===== config.mk =====
export PLATFORM = sky130hd
export DESIGN_NAME = pwm_cfg_sequencer
export DESIGN_NICKNAME = d
export VERILOG_FILES = /design/src/rtl/pwm_cfg_sequencer.sv
export SDC_FILE = /design/constraint.sdc
export NUM_CORES = 1
export LEC_CHECK = 0
export CORE_ASPECT_RATIO = 1.25
export CORE_MARGIN = 8
export CORE_UTILIZATION = 45
export CTS_BUF_LIST = sky130_fd_sc_hd__clkbuf_8 sky130_fd_sc_hd__clkbuf_16
export DETAILED_ROUTE_END_ITERATION = 7
export HOLD_SLACK_MARGIN = 0.08
export PLACE_DENSITY_LB_ADDON = 0.12
export RECOVER_POWER = 25
export SLEW_MARGIN = 20
export SYNTH_ARGS = -nofsm -noshare
export SYNTH_HDL_FRONTEND = slang
export SYNTH_SLANG_ARGS = --single-unit

===== constraint.sdc =====
create_clock -name i_clk -period 2.2 [get_ports i_clk]
set_input_delay 0.22 -clock i_clk [delete_from_list [all_inputs] [get_ports i_clk]]
set_output_delay 0.22 -clock i_clk [all_outputs]
set_load 0.01 [all_outputs]

===== src/rtl/pwm_cfg_sequencer.sv =====
// Wishbone master that programs the PWM register file from one
// atomic ctrl/divisor/period/duty request as five ordered writes.
module pwm_cfg_sequencer #(
  parameter int          TIMEOUT  = 64,
  parameter logic [15:0] ADR_CTRL = 16'd0,
  parameter logic [15:0] ADR_DIV  = 16'd2,
  parameter logic [15:0] ADR_PER  = 16'd4,
  parameter logic [15:0] ADR_DUTY = 16'd6
) (
  input  logic        i_clk,
  input  logic        i_rst,
  input  logic        i_cfg_valid,
  output logic        o_cfg_ready,
  input  logic [15:0] i_cfg_ctrl,
  input  logic [15:0] i_cfg_div,
  input  logic [15:0] i_cfg_period,
  input  logic [15:0] i_cfg_duty,
  output logic        o_wb_cyc,
  output logic        o_wb_stb,
  output logic        o_wb_we,
  output logic [15:0] o_wb_adr,
  output logic [15:0] o_wb_data,
  input  logic        i_wb_ack,
  output logic        o_busy,
  output logic        o_done,
  output logic        o_err,
  output logic [1:0]  o_err_code
);

  localparam int CW = $clog2(TIMEOUT);

  typedef enum logic [2:0] {
    S_IDLE,
    S_CHECK,
    S_BUS,
    S_GAP,
    S_RESP,
    S_ERR
  } state_t;

  state_t      r_state;
  state_t      w_next;
  logic [15:0] r_ctrl;
  logic [15:0] r_div;
  logic [15:0] r_per;
  logic [15:0] r_duty;
  logic [2:0]  r_idx;
  logic [CW-1:0] r_cnt;
  logic [1:0]  r_code;
  logic [1:0]  w_code;
  logic        w_accept;
  logic        w_invalid;
  logic [15:0] w_adr;
  logic [15:0] w_dat;

  assign w_accept = i_cfg_valid & o_cfg_ready;

  assign w_invalid = (r_div == 16'd0)
                   | (r_per == 16'd0)
                   | (r_ctrl[1] & ~r_ctrl[6]
                      & (r_duty > r_per));

  always_comb begin
    w_adr = 16'd0;
    w_dat = 16'd0;
    unique case (r_idx)
      3'd0: begin
        w_adr = ADR_CTRL;
        w_dat = (r_ctrl & 16'hFFE9) | 16'h0080;
      end
      3'd1: begin
        w_adr = ADR_DIV;
        w_dat = r_div;
      end
      3'd2: begin
        w_adr = ADR_PER;
        w_dat = r_per;
      end
      3'd3: begin
        w_adr = ADR_DUTY;
        w_dat = r_duty;
      end
      3'd4: begin
        w_adr = ADR_CTRL;
        w_dat = r_ctrl & 16'hFF7F;
      end
      default: begin
        w_adr = 16'd0;
        w_dat = 16'd0;
      end
    endcase
  end

  always_comb begin
    w_next      = r_state;
    w_code      = r_code;
    o_cfg_ready = 1'b0;
    o_wb_cyc    = 1'b0;
    o_done      = 1'b0;
    o_err       = 1'b0;
    unique case (r_state)
      S_IDLE: begin
        o_cfg_ready = 1'b1;
        if (i_cfg_valid) w_next = S_CHECK;
      end
      S_CHECK: begin
        if (w_invalid) begin
          o_err  = 1'b1;
          w_code = 2'b01;
          w_next = S_IDLE;
        end else begin
          w_next = S_BUS;
        end
      end
      S_BUS: begin
        o_wb_cyc = 1'b1;
        if (i_wb_ack)
          w_next = (r_idx == 3'd4) ? S_RESP : S_GAP;
        else if (r_cnt == CW'(TIMEOUT - 1))
          w_next = S_ERR;
      end
      S_GAP: w_next = S_BUS;
      S_RESP: begin
        o_done = 1'b1;
        w_code = 2'b00;
        w_next = S_IDLE;
      end
      S_ERR: begin
        o_err  = 1'b1;
        w_code = 2'b10;
        w_next = S_IDLE;
      end
      default: w_next = S_IDLE;
    endcase
  end

  assign o_wb_stb   = o_wb_cyc;
  assign o_wb_we    = o_wb_cyc;
  assign o_wb_adr   = o_wb_cyc ? w_adr : 16'd0;
  assign o_wb_data  = o_wb_cyc ? w_dat : 16'd0;
  assign o_busy     = (r_state != S_IDLE);
  assign o_err_code = w_code;

  always_ff @(posedge i_clk or negedge i_rst) begin
    if (!i_rst) begin
      r_state <= S_IDLE;
      r_ctrl  <= 16'd0;
      r_div   <= 16'd0;
      r_per   <= 16'd0;
      r_duty  <= 16'd0;
      r_idx   <= 3'd0;
      r_cnt   <= '0;
      r_code  <= 2'b00;
    end else begin
      r_state <= w_next;
      r_code  <= w_accept ? 2'b00 : w_code;
      if (w_accept) begin
        r_ctrl <= i_cfg_ctrl;
        r_div  <= i_cfg_div;
        r_per  <= i_cfg_period;
        r_duty <= i_cfg_duty;
      end
      if (r_state == S_IDLE)
        r_idx <= 3'd0;
      else if (r_state == S_GAP)
        r_idx <= r_idx + 3'd1;
      // counter restarts whenever BUS is (re)entered
      if (r_state != S_BUS)
        r_cnt <= '0;
      else if (!i_wb_ack)
        r_cnt <= r_cnt + 1'b1;
    end
  end

endmodule

# Word-level counts from Yosys, hierarchy flattened
# Index checks and enable logic that the tools add are counted.
# op_classes
addsub	2
multipliers	0
n_div	0
n_lt_le_gt_ge	1
n_eq_ne	14
n_shift	0
mux	22
n_bitwise	6
n_reduce_logical	7
# ops
operator	n
one-hot mux 16 bit (5 select lines)	1
zero test 16 bit	2
two-way mux 3 bit	7
greater-than comparator 16 bit	1
two-way mux 16 bit	1
== test 3 x 2 -> 1 bit, second input constant	4
two-way mux 6 bit	2
one-hot mux 3 bit (4 select lines)	1
== test 3 bit, second input constant	3
one-hot mux 3 bit (3 select lines)	1
adder 6 x 1 -> 6 bit, second input constant	1
== test 3 x 1 -> 1 bit, second input constant	2
== test 6 bit, second input constant	1
zero test 3 bit	2
two-way mux 2 bit	3
one-hot mux 2 bit (3 select lines)	1
two-way mux 1 bit	4
adder 3 x 1 -> 3 bit, second input constant	1
bitwise AND 1 bit	3
!= test 3 x 2 -> 1 bit, second input constant	1
!= test 3 bit, second input constant	1
nonzero test 3 bit	1
!= test 2 x 1 -> 1 bit, second input constant	1
!= test 2 bit, second input constant	1
other kinds (5)	6
# totals
reg_bits	78
latchBits	0
ramBits	0
rom_bits	0
inputBits	68
out_inout_bits	41
wordCells	60
memories	0

# Logic depth before layout (Yosys ltp)
# depth
ltp_word	7
ltp_mapped	8
mapped_depth_nobuf	8

# Least setup slack after synthesis
# No wires, ideal clock.
# synth_path
path_type	register to output
startpoint	register r_per[11]
endpoint	output o_err_code[1]
arrival_time_ps	1959
t_required_ps	1980
setup_slack_ps	21
path_stages_with_launch	9
n_path_buf	0
cell_sequence	dfrtp_1 -> inv_1 -> ha_1 -> a21oi_2 -> o21a_1 -> o2bb2ai_1 -> or4_4 -> a211o_1 -> nor2_1
# synth_between
elab_chain_cells	5
word_cells_on_any_way	7
classes_between	1 x order compare; 2 x mux; 3 x bitwise; 1 x reduce/logical
# synth_rtl
item	line_no	text
from (decl)	45	logic [15:0] r_per;
from (signal assigned)	160	r_per <= i_cfg_period;
greater-than comparator 16 bit or zero test 16 bit (tied branches)	61, 59	
bitwise AND 1 bit or OR 1 bit (tied branches)	61, 59	
OR 1 bit (*)	60	| (r_ctrl[1] & ~r_ctrl[6]
two-way mux 2 bit (*)	107	if (w_invalid) begin
one-hot mux 2 bit (3 select lines) (*)	101	unique case (r_state)
to (decl)	27	output logic [1:0] o_err_code
# Every way passes the cells marked *; elsewhere a longest branch is shown, timed or not.

# Worst setup path after layout
# layout_path
startpoint	register r_per[11]
endpoint	output o_err
# layout_between
elab_chain_cells	5
word_cells_on_any_way	7
classes_between	1 x order compare; 2 x mux; 3 x bitwise; 1 x reduce/logical
# layout_rtl
item	line_no	text
greater-than comparator 16 bit or zero test 16 bit (tied branches)	61, 59	
bitwise AND 1 bit or OR 1 bit (tied branches)	61, 59	
OR 1 bit (*)	60	
two-way mux 1 bit (*)	107	
one-hot mux 1 bit (2 select lines) (*)	101	
to (decl)	26	output logic o_err,
# Marks and branches as above.

==> results.cfg <==
[run_status]
outcome = complete, but fails checks
violations = negative setup slack

[timing]
fmax_mhz = 370.1
tns_ns = -4.616
setup-violations-final = 19
tightest_slew_ns = 0.9103
timing.hold.ws_ns = 0.4363
hold_violations = 0
rsz0062_at_grt = true
postLayoutSetupSlackWorst_ns = -0.5023
clock_skew_ns = 0.005540
slew_violations = 0
maxSlewHeadroom = 0.3932
min_period_over_period = 1.228
period_needed_ns = 2.702

[routing]
ant_nets = 0
route.met3.wl_um = 859
vias_per_cell = 5.422
dr_wl_met2_mm = 7.133
route.detailed.drc = 0
met1_length_mm = 5.294
drtPass1Iterations = 6
vias = 3866
dr.max_layer_used = met4
drt-initial-drc-count = 250
wirelength_mm = 13.91
routedWlPerCell_um = 19.50

[critical_path]
reg2regPathDepth = 9
cp_data_required_time_ns = 1.98
critical_path_arrival_ns = 2.48
r2r-end = r_code[1]
r2r-start = r_per[11]
critPathMaxFanout = 3
r2r_slack_ns = 0.02
crit_path_start_kind = flop
crit_type = reg2out
end_kind = primary output

[floorplan]
dieArea_um2 = 12730
fp.dieH_um = 124.2
pin_count = 109
dieWidth_um = 102.5
num_rows = 39
core_area_um2 = 9125
start_util = 0.4617

[place]
post-place-cells = 673
place_area_um2 = 5812
place_congestion = 0.8727
port-buffer-count = 93
place_hpwl_mm = 9.593
dpl_worst_slack_ns = -0.5575

[cts]
htree_num_levels = 3
cts_buffer_depth = 2
cts_sinks = 77
cts_buffers = 9
cts_tree = yes
worstSkewPairLatency_ns = 0.33
clkTransAtPathRegs_ns = 0.06
clockRootBuffer = clkbuf_16

[synth]
synth_area_leaders = dfrtp_1 46%, mux2_1 12%, ha_1 6.5%, nand2_1 3.6%, a222oi_1 2.9%
synth_edf_count = 0
synth_top_area_frac = 0.4574
ys_seq_elements = 77
synth_mux_area_frac = 0.1304
synthAdderAreaFrac = 0.06534
ys_warn_count = 0
synthArstFlopShare = 1.000
netlist_area_um2 = 4213
seq_area_frac_synth = 0.4574
synth_compound_gate_area_share = 0.1402
synth_ff_type = dfrtp_1
synth_top_area_cell = dfrtp_1
syn_inst = 393
avgSynthCellArea_um2 = 10.72
yosysUniqueCellTypes = 55
synth_xor_area_frac = 0.01040
yosys.area_share.simple = 0.1108
synth_top_family_by_area = compound AO/OA/AOI/OAI gates

[layout]
num-fill-cells = 638
areaGrowthSynthToFinish_pct = 56.43
final_cell_count_no_fill = 713
layout.nets = 677
drive_above_1_share = 0.3678
final_common_cell = buf_4
fin_util = 0.7222
layout_common_cells = 87 x buf_4, 75 x dfrtp_1, 71 x clkdlybuf4s50_1
fin_area_um2 = 6590
antennaDiodeCount = 0

[min_path]
hold_path_startpoint = i_cfg_period[10]
holdPathStages = 3
min_path_type = in2reg
worstHoldEndpoint = r_per[10]

[power]
clkPwrFrac = 0.128
power.leakage_nw = 2.928
power-per-cell-area_nw_per_um2 = 1512
ir_worst_vdd_mv = 0.7723
p_comb_frac = 0.609
p_sw_mw = 3.881
p_int_mw = 6.086
p_total_mw = 9.967
sw_frac_of_total = 0.3894
seqPwrFrac = 0.263

[global_routing]
antenna_found_initial = 0
grt.overflow.total = 0
track_usage = 0.2265
grt_pass1_vias = 4173
grt_start_max_net_pins = 34
grt_pass1_wl_mm = 21.80

[flow_run]
maxCapViolations = 0
## logic make-up (layout without fill, tap and decap cells)
| kind of cell | Yosys count | after routing |
|---|---|---|
| buffers and inverters | 62 | 246 |
| multiplexers | 49 | 49 |
| flip-flops | 77 | 77 |
| XOR/XNOR | 5 | 5 |
| other | 1 | 14 |
| adder cells (fa/ha/maj) | 22 | 22 |
| AO/OA/AOI/OAI | 83 | 83 |
| AND/OR/NAND/NOR | 94 | 94 |
## power by group through the flow
stage / sequential (mW) / combinational (mW) / clock, mW
3_3_place_gp: 2.50 / 4.70 / 0
3_5_place_dp: 2.53 / 4.78 / 0
4_1_cts: 2.55 / 5.49 / 1.30
6_report: 2.62 / 6.07 / 1.28
2_1_floorplan: 2.44 / 2.44 / 0
5_1_grt: 2.68 / 6.49 / 1.37
## synth_stat cells (2+ instances only)
master	n
o21ai_1	2
xor2_1	3
o21a_1	2
o21ai_0	18
nor2_1	19
a222oi_1	12
and4_1	2
nor2b_1	5
dfrtp_1	77
nand2_1	40
buf_2	5
a21oi_2	4
xnor2_1	2
buf_4	16
a22o_1	3
nor4_1	8
mux2_1	46
a32oi_1	3
mux2i_1	2
inv_1	21
clkbuf_1	10
nor3_1	2
inv_2	2
nand4_1	3
o22ai_1	3
ha_1	22
nand3_1	3
nand2b_1	2
a22oi_1	3
buf_6	6
a21oi_1	23
## registers in the layout (all words and copies together) (netlist names)
| register | flops |
|---|---|
| r_code | 2 |
| r_per | 16 |
| r_duty | 16 |
| r_ctrl | 15 |
| r_idx | 3 |
| r_state | 3 |
| r_cnt | 6 |
| r_div | 16 |
## worst max-delay path by stage
stage                          from            end  cells past startpoint
after global routing      r_per[11]  o_err_code[1]                      9
after CTS                 r_duty[8]          o_err                      8
after global placement    r_per[11]  o_err_code[1]                      9
after floorplan           r_per[11]  o_err_code[1]                      8
after detailed placement  r_per[11]  o_err_code[1]                      9
final                     r_per[11]          o_err                      9
## worst max-delay path: stages, from the launching register on
cell	delay, ns
dfrtp_1	0.39
inv_2	0.09
ha_4	0.21
a21oi_2	0.14
o21a_1	0.17
o2bb2ai_2	0.06
or4_4	0.54
a21bo_1	0.24
o21a_1	0.18
buf_2	0.14
## routing by layer
metal / GRT usage / vias up
li1: - / 1763
met1: 0.2640 / 1898
met2: 0.3881 / 157
met3: 0.04866 / 48
met4: 0.1049 / 0
met5: 0 / -
## timing repair
| item | 4_1_cts | 5_1_grt |
|---|---|---|
| pin swaps | 13 | 21 |
| endpoints found under the setup margin | 22 | 23 |
| hold endpoints to repair | 31 | 0 |
| setup buffers | 15 | 14 |
| hold buffers | 1 | 0 |
| gates cloned | 3 | 0 |
| resized for setup | 132 | 45 |
## layout make-up
type                    count  area (um^2)  area share
clock buffers               9        225.2     0.03418
clock inverters             5        22.52    0.003418
inverters                  23        86.33     0.01310
multi-input cells         267         2300      0.3490
flip-flops and latches     77         1929      0.2928
well taps                 123        153.9     0.02335
repair buffers            209         1873      0.2842
Power figures use the tool's default switching activity.
